[src/rtl/gen1_lane_scrambler.sv]
// PCIe Gen1/Gen2 (8b/10b) lane scrambler/descrambler with its own Galois LFSR, NUM_BYTES symbols per clock.
// Optional build macro GEN1_SCR_STATS_EN adds a saturating COM counter output (com_count_o).
module gen1_lane_scrambler #(
  parameter int unsigned NUM_BYTES = 4,
  parameter logic [15:0] SEED      = 16'hFFFF
) (
  input  logic                   clk_i,
  input  logic                   rst_i,
  input  logic                   valid_i,
  input  logic [8*NUM_BYTES-1:0] data_i,
  input  logic [NUM_BYTES-1:0]   datak_i,
  input  logic [NUM_BYTES-1:0]   training_sequence_i,
  input  logic                   scramble_enable_i,
  output logic                   valid_o,
  output logic [8*NUM_BYTES-1:0] data_o,
  output logic [NUM_BYTES-1:0]   datak_o,
`ifdef GEN1_SCR_STATS_EN
  output logic [15:0]            com_count_o,
`endif
  output logic [15:0]            lfsr_o
);

  localparam int unsigned DW = 8 * NUM_BYTES;
  localparam int unsigned LW = 16;
  localparam logic [7:0]    COM_SYM = 8'hBC;
  localparam logic [7:0]    SKP_SYM = 8'h1C;
  localparam logic [LW-1:0] TAPS    = 16'h0039;

  typedef struct packed {
    logic [7:0]    ks;
    logic [LW-1:0] lfsr;
  } adv_t;

  // Eight Galois steps: keystream bit b is the MSB before step b.
  function automatic adv_t lfsr_adv8(input logic [LW-1:0] s);
    adv_t r;
    r.ks   = '0;
    r.lfsr = s;
    for (int b = 0; b < 8; b++) begin
      r.ks[b] = r.lfsr[LW-1];
      r.lfsr  = {r.lfsr[LW-2:0], 1'b0} ^ (r.lfsr[LW-1] ? TAPS : 16'h0000);
    end
    return r;
  endfunction

  logic                 valid_q;
  logic                 valid_d;
  logic [DW-1:0]        data_q;
  logic [DW-1:0]        data_d;
  logic [NUM_BYTES-1:0] datak_q;
  logic [NUM_BYTES-1:0] datak_d;
  logic [LW-1:0]        lfsr_q;
  logic [LW-1:0]        lfsr_d;

  logic [NUM_BYTES-1:0] is_com_c;
  logic [NUM_BYTES-1:0] is_skp_c;
  logic [LW-1:0]        lfsr_run;
  logic [DW-1:0]        beat_c;
  adv_t                 adv_c;

  always_comb begin
    is_com_c = '0;
    is_skp_c = '0;
    for (int j = 0; j < NUM_BYTES; j++) begin
      is_com_c[j] = datak_i[j] && (data_i[8*j +: 8] == COM_SYM);
      is_skp_c[j] = datak_i[j] && (data_i[8*j +: 8] == SKP_SYM);
    end
  end

  // Unrolled byte chain: each byte sees the LFSR left by the byte before it.
  always_comb begin
    lfsr_run = lfsr_q;
    beat_c   = data_i;
    adv_c    = '0;
    for (int j = 0; j < NUM_BYTES; j++) begin
      adv_c = lfsr_adv8(lfsr_run);
      if (is_com_c[j]) begin
        lfsr_run = SEED;
      end else if (!is_skp_c[j]) begin
        if (!datak_i[j] && !training_sequence_i[j] && scramble_enable_i) begin
          beat_c[8*j +: 8] = data_i[8*j +: 8] ^ adv_c.ks;
        end
        lfsr_run = adv_c.lfsr;
      end
    end
  end

  always_comb begin
    valid_d = valid_i;
    lfsr_d  = lfsr_q;
    data_d  = data_q;
    datak_d = datak_q;
    if (valid_i) begin
      lfsr_d  = lfsr_run;
      data_d  = beat_c;
      datak_d = datak_i;
    end
  end

  always_ff @(posedge clk_i or posedge rst_i) begin
    if (rst_i) begin
      valid_q <= 1'b0;
      data_q  <= '0;
      datak_q <= '0;
      lfsr_q  <= SEED;
    end else begin
      valid_q <= valid_d;
      data_q  <= data_d;
      datak_q <= datak_d;
      lfsr_q  <= lfsr_d;
    end
  end

  assign valid_o = valid_q;
  assign data_o  = data_q;
  assign datak_o = datak_q;
  assign lfsr_o  = lfsr_q;

`ifdef GEN1_SCR_STATS_EN
  logic [15:0] com_cnt_q;
  logic [15:0] com_cnt_d;
  logic [16:0] com_sum_c;

  // Saturating count of accepted COM symbols; the 17-bit sum cannot wrap for NUM_BYTES <= 8.
  always_comb begin
    com_sum_c = {1'b0, com_cnt_q};
    if (valid_i) begin
      for (int j = 0; j < NUM_BYTES; j++) begin
        com_sum_c = com_sum_c + 17'(is_com_c[j]);
      end
    end
    com_cnt_d = com_sum_c[16] ? 16'hFFFF : com_sum_c[15:0];
  end

  always_ff @(posedge clk_i or posedge rst_i) begin
    if (rst_i) begin
      com_cnt_q <= '0;
    end else begin
      com_cnt_q <= com_cnt_d;
    end
  end

  assign com_count_o = com_cnt_q;
`endif

endmodule
[config.mk]
export PLATFORM = sky130hd
export DESIGN_NAME = gen1_lane_scrambler
export DESIGN_NICKNAME = d
export VERILOG_FILES = /design/src/rtl/gen1_lane_scrambler.sv
export SDC_FILE = /design/constraint.sdc
export NUM_CORES = 1
export LEC_CHECK = 0
export ABC_AREA = 1
export CAP_MARGIN = 20
export CORE_MARGIN = 4
export CORE_UTILIZATION = 55
export CTS_CLUSTER_SIZE = 16
export DETAILED_ROUTE_END_ITERATION = 8
export GPL_ROUTABILITY_DRIVEN = 0
export GPL_TIMING_DRIVEN = 0
export PLACE_DENSITY = 0.8
export SLEW_MARGIN = 40
export SYNTH_ARGS = -nofsm -noshare
export SYNTH_HDL_FRONTEND = slang
export SYNTH_SLANG_ARGS = --single-unit
[constraint.sdc]
create_clock -name clk_i -period 3.5 [get_ports clk_i]
set_input_delay 0.7 -clock clk_i [delete_from_list [all_inputs] [get_ports clk_i]]
set_output_delay 0.7 -clock clk_i [all_outputs]
set_load 0.1 [all_outputs]
Yosys cells after proc, flatten, opt, wreduce, memory -nomap -nowiden
Index checks and enable logic that the tools add are counted.
{"block": "totals", "register_bits": 53, "in_bits": 44, "out_inout_bits": 53}
{"block": "op_classes", "eq_ne": 8, "muxes": 52, "n_bitwise": 36, "reduce_logical": 24}
{"operator": "bitwise XOR 16 x 6 -> 16 bit", "n": 32}
{"operator": "2-to-1 mux 6 bit", "n": 32}
{"operator": "2-to-1 mux 16 bit", "n": 8}
{"operator": "2-to-1 mux 8 bit", "n": 12}
{"operator": "== test 8 x 5 -> 1 bit, second input constant", "n": 4}
{"operator": "== test 8 bit, second input constant", "n": 4}
{"operator": "bitwise XOR 8 bit", "n": 4}
{"operator": "logical AND 1 bit", "n": 16}
{"operator": "zero test 1 bit", "n": 8}

Longest topological paths before layout
{"block": "depth", "word_depth": 72, "ltp_mapped": 23}

Worst setup path after synthesis
No wires, ideal clock.
{"block": "synth_path", "kind": "flip-flop to flip-flop", "start": "register lfsr_q[13], in the netlist lfsr_o[13]", "end": "register lfsr_q[9], in the netlist lfsr_o[9]", "setup_time_ns": 0.068, "arrival_ns": 2.614, "slack_ns": 0.818, "stages_incl_launch_ff": 20, "synth_period_minus_slack_ns": 2.682, "path_cell_list": "dfstp_2 buf_2 inv_1 nand2_1 nand4_1 nand2_1 nor2_1 nor2_2 nand2_1 nand2_1 nand2_1 nand3_2 nand2_2 a21oi_4 inv_2 nand2_2 nand2_2 nand3_2 nand3_2 a21oi_2"}
{"block": "synth_between", "elab_chain_cells": 43, "word_cells_on_any_way": 50, "cone_classes": "mux: 18; bitwise: 32"}
{"element": "start, declared", "line": "52", "text": "logic [LW-1:0] lfsr_q;"}
{"element": "start signal, assigned", "line": "110", "text": "lfsr_q <= lfsr_d;"}
{"element": "bitwise XOR 16 x 6 -> 16 bit (2 in series)", "line": "41", "text": "r.lfsr = {r.lfsr[LW-2:0], 1'b0} ^ (r.lfsr[LW-1] ? TAPS : 16'h0000);"}
{"element": "2-to-1 mux 6 bit", "line": "41"}
{"element": "bitwise XOR 16 x 6 -> 16 bit (6 in series)", "line": "41"}
{"element": "2-to-1 mux 16 bit (*)", "line": "79", "text": "end else if (!is_skp_c[j]) begin"}
{"element": "2-to-1 mux 16 bit (*)", "line": "77", "text": "if (is_com_c[j]) begin"}
{"element": "bitwise XOR 16 x 6 -> 16 bit (5 in series)", "line": "41"}
{"element": "2-to-1 mux 6 bit / bitwise XOR 16 x 6 -> 16 bit (equally long branches)", "line": "41"}
{"element": "bitwise XOR 16 x 6 -> 16 bit / 2-to-1 mux 6 bit (equally long branches) (2 in series)", "line": "41"}
{"element": "[11 not listed]"}
{"element": "2-to-1 mux 16 bit (*)", "line": "79"}
{"element": "2-to-1 mux 16 bit (*)", "line": "77"}
{"element": "bitwise XOR 16 x 6 -> 16 bit", "line": "41"}
{"element": "2-to-1 mux 6 bit / bitwise XOR 16 x 6 -> 16 bit (equally long branches)", "line": "41"}
{"element": "bitwise XOR 16 x 6 -> 16 bit / 2-to-1 mux 6 bit (equally long branches) (2 in series)", "line": "41"}
{"element": "bitwise XOR 16 x 6 -> 16 bit (5 in series)", "line": "41"}
{"element": "2-to-1 mux 16 bit (*)", "line": "79"}
{"element": "2-to-1 mux 16 bit (*)", "line": "77"}
Mark *: on every way between the ends. The rest lies on a longest branch, timed or not.
A chain may end at the register's enable or synchronous reset.

Worst setup path in the final report
{"block": "layout_path", "start": "input data_i[7]", "end": "register lfsr_q[12], in the netlist lfsr_o[12]"}
{"block": "layout_between", "elab_chain_cells": 36, "word_cells_on_any_way": 49, "cone_classes": "eq/ne: 2; mux: 21; bitwise: 24; reduce/logical: 2"}
{"element": "start, declared", "line": "10", "text": "input logic [8*NUM_BYTES-1:0] data_i,"}
{"element": "== test 8 x 5 -> 1 bit", "line": "66", "text": "is_skp_c[j] = datak_i[j] && (data_i[8*j +: 8] == SKP_SYM);"}
{"element": "logical AND 1 bit", "line": "66"}
{"element": "2-to-1 mux 16 bit", "line": "79"}
{"element": "2-to-1 mux 16 bit (*)", "line": "77"}
{"element": "2-to-1 mux 6 bit / bitwise XOR 16 x 6 -> 16 bit (equally long branches)", "line": "41"}
{"element": "bitwise XOR 16 x 6 -> 16 bit / 2-to-1 mux 6 bit (equally long branches) (5 in series)", "line": "41"}
{"element": "bitwise XOR 16 x 6 -> 16 bit (3 in series)", "line": "41"}
{"element": "2-to-1 mux 16 bit (*)", "line": "79"}
{"element": "[5 not listed]"}
{"element": "bitwise XOR 16 x 6 -> 16 bit (2 in series)", "line": "41"}
{"element": "bitwise XOR 16 x 6 -> 16 bit / 2-to-1 mux 6 bit (equally long branches) (2 in series)", "line": "41"}
{"element": "bitwise XOR 16 x 6 -> 16 bit / 2-to-1 mux 16 bit (equally long branches)", "line": "41, 79"}
{"element": "2-to-1 mux 16 bit (*)", "line": "79"}
{"element": "2-to-1 mux 16 bit (*)", "line": "77"}
{"element": "bitwise XOR 16 x 6 -> 16 bit (8 in series)", "line": "41"}
{"element": "2-to-1 mux 16 bit (*)", "line": "79"}
{"element": "2-to-1 mux 16 bit (*)", "line": "77"}
Marked as above.

==> impl_metrics.env <==
export IMPL_timing_hold_ws_ns=0.489
export IMPL_die_h_um=108
export IMPL_cp_required_ns=3.74
export IMPL_critPathBufInv=4
export IMPL_pin_count=97
export IMPL_rows=36
export IMPL_first_iter_violations=635
export IMPL_critPathMaxStageDelay_ns=0.48
export IMPL_cp_arrival_ns=3.51
export IMPL_nFillCells=952
export IMPL_synth_ff_type="dfrtp_1"
export IMPL_cpMaxStageDelayCell="clkdlybuf4s50_1"
export IMPL_grt_setup_unrepaired="no"
export IMPL_post_synth_top_area_fraction_pct=24.3
export IMPL_final_hold_violation_count=0
export IMPL_cts_setup_buffers=0
export IMPL_ys_top_cells_by_area="nand2_1, dfrtp_1, dfstp_2, nand3_1, xor2_1"
export IMPL_postCtsHoldBufs=0
export IMPL_drc=0
export IMPL_cts_buffers_inserted=5
export IMPL_post_synth_instance_area_sq_mm=0.00546
export IMPL_initial_core_util_pct=56.1
export IMPL_numPortBuffers=96
export IMPL_first_global_vias=5375
export IMPL_synthArstFlopShare_pct=100
export IMPL_tightest_slew_ns=0.649
export IMPL_grt_max_degree=41
export IMPL_path_clk_slew_ns=0.10
export IMPL_synth_edf_count=0
export IMPL_endpoint_kind="register"
export IMPL_vias_per_cell=5.39
export IMPL_cts_sinks=53
export IMPL_syn_inst=861
export IMPL_met1_usage_pct=41.7
export IMPL_final_cell_mix="nand2_1, nand3_1, buf_2"
export IMPL_area_growth_pct=18.1
export IMPL_grt_use_met3_pct=3.84
export IMPL_status="completed"
export IMPL_die_w_um=108
export IMPL_fin_crit_sh_pct=93.5
export IMPL_syn_nets=905
export IMPL_critPathTopFamily="simple AND/OR/NAND/NOR gates"
export IMPL_finalSetupViolations=0
export IMPL_crit_top_cell="nand2_1"
export IMPL_first_pass_iters=5
export IMPL_cp_max_fo=10
export IMPL_ys_types=38
export IMPL_drv_slew=0
export IMPL_start_kind="primary input"
export IMPL_max_freq_mhz=306
export IMPL_grt_use_total_pct=29.8
export IMPL_path_class="in -> reg"
export IMPL_fin_skew_ns=0.00815
export IMPL_nets=1009
export IMPL_yosysTopAreaCell="nand2_1"
export IMPL_cts_tree="yes"
export IMPL_max_slew_margin_pct=56.4
export IMPL_busiest_layer="met2"
export IMPL_final_util_pct=66.3
export IMPL_cts_resized=0
export IMPL_grt_pass1_wl_um=27500
export IMPL_post_synth_cell_area_avg_sq_um=6.34
export IMPL_routed_wl_um=17200
export IMPL_crit_path_cell_trace="clkdlybuf4s50_1 > inv_1 > nand3_2 > nor2_4 > nand2_4 > buf_6 > nand2_1 > nand3_2 > nand2_1 > nand2_1 > nand2_1 > nand3_1 > nand2_2 > inv_1 > nand2_1 > nand3_1 > nand3_1 > nand2_1 > nand2_1 > nand3_1 > a21oi_1"
export IMPL_grt_remaining_overflow=0
export IMPL_antenna_found_initial=0
export IMPL_antenna_cells=0
export IMPL_ant_nets=0
export IMPL_ys_seq_area_share_pct=24.6
export IMPL_clk_path_buf_depth=2
export IMPL_cts_root_buf="clkbuf_8"
export IMPL_final_common_cell="nand2_1"
export IMPL_clkLatencyLatePin_ns=0.32
export IMPL_maxCapViolations=0
export IMPL_core_sq_mm=0.00973
export IMPL_dp_hpwl_um=13800
export IMPL_via_count=5928
export IMPL_min_path_type="reg -> reg"
export IMPL_h_tree_depth=2
export IMPL_dieArea_sq_mm=0.0116
export IMPL_gr_usage_met2_pct=48.4
export IMPL_drt_wirelength_per_cell_um=15.7
export IMPL_ys_ff_latch=53
export IMPL_period_minus_slack_ns=3.27
export IMPL_drive_above_1_share_pct=22.4
export IMPL_ys_warn_count=0
==> Yosys cell counts, types with 2 or more instances <==
cell and number:
a21oi_1 42, a21oi_2 9, a21oi_4 2, a22oi_1 6, buf_2 12, buf_4 3
buf_6 3, clkbuf_1 13, clkinv_1 2, dfrtp_1 37, dfstp_2 16, inv_1 56
inv_2 18, nand2_1 353, nand2_2 22, nand2_4 10, nand3_1 74, nand3_2 31
nand3_4 4, nand4_1 2, nor2_1 37, nor2_2 8, nor2_4 5, nor3_1 6
nor3_4 2, nor4_1 2, o21ai_0 33, o21ai_1 4, xnor2_1 3, xor2_1 38
==> metrics by stage <==
stage / TNS (ns) / instance area [sq um] / worst slack (ns) / cells
after CTS: 0 / 6450 / 0.282 / 1099
after floorplan: 0 / 5460 / 0.818 / 861
after global placement: 0 / 6590 / 0.00495 / 1090
final: 0 / 6450 / 0.228 / 1099
after detailed placement: -0.0502 / 6360 / -0.0344 / 1091
after global routing: 0 / 6450 / 0.0288 / 1099
==> cell type report <==
| type | instances | area [sq um] | area share [%] |
|---|---|---|---|
| Tap cell | 133 | 166 | 2.58 |
| Buffer | 31 | 165 | 2.56 |
| Timing Repair Buffer | 97 | 716 | 11.1 |
| Clock inverter | 3 | 21.3 | 0.330 |
| Sequential cell | 53 | 1350 | 20.9 |
| Inverter | 76 | 288 | 4.46 |
| Multi-Input combinational cell | 701 | 3680 | 57.0 |
| Clock buffer | 5 | 68.8 | 1.07 |
==> worst min-delay path: cells and delay by family, from the launching register on <==
| kind | cells | cell delay [ns] |
|---|---|---|
| flip-flops | 1 | 0.35 |
| AO/OA/AOI/OAI | 1 | 0.06 |
| AND/OR/NAND/NOR | 1 | 0.05 |
==> per-layer routing <==
layer / vias up / share of wire [%]
met5: - / 0
met4: 0 / 2.7
met3: 29 / 7.9
met2: 272 / 46
met1: 2689 / 43
li1: 2938 / -
==> path summary, 6_finish.rpt <==
path / startpoint / endpoint / slack, ns / cells past startpoint
setup reg to reg: lfsr_o[13] / lfsr_o[8] / 0.71 / 19
min in group asynchronous: rst_i / data_o[9] / 0.64 / 2
max in group asynchronous: rst_i / lfsr_o[5] / 2.34 / 3
hold reg to reg: data_o[19] / data_o[19] / 0.49 / 2
hold / removal: data_o[19] / data_o[19] / 0.49 / 2
setup / recovery: data_i[7] / lfsr_o[12] / 0.23 / 21
==> cells by family (layout without fill, tap and decap cells) <==
kind of cell    Yosys count  in the layout  share of synthesized area, %
compound gates           98             98                          10.4
xor+xnor                 42             42                          6.87
buf+inv                 107            212                          8.25
flops                    53             53                          24.6
simple gates            561            561                          49.8
==> sequential cells by signal (all words and copies together) (netlist names) <==
name / cells
data_o: 32
lfsr_o: 16
valid_o: 1
datak_o: 4
Power is not shown: default switching activity piles up to over one toggle a cycle in this logic, so the estimate is an artifact.
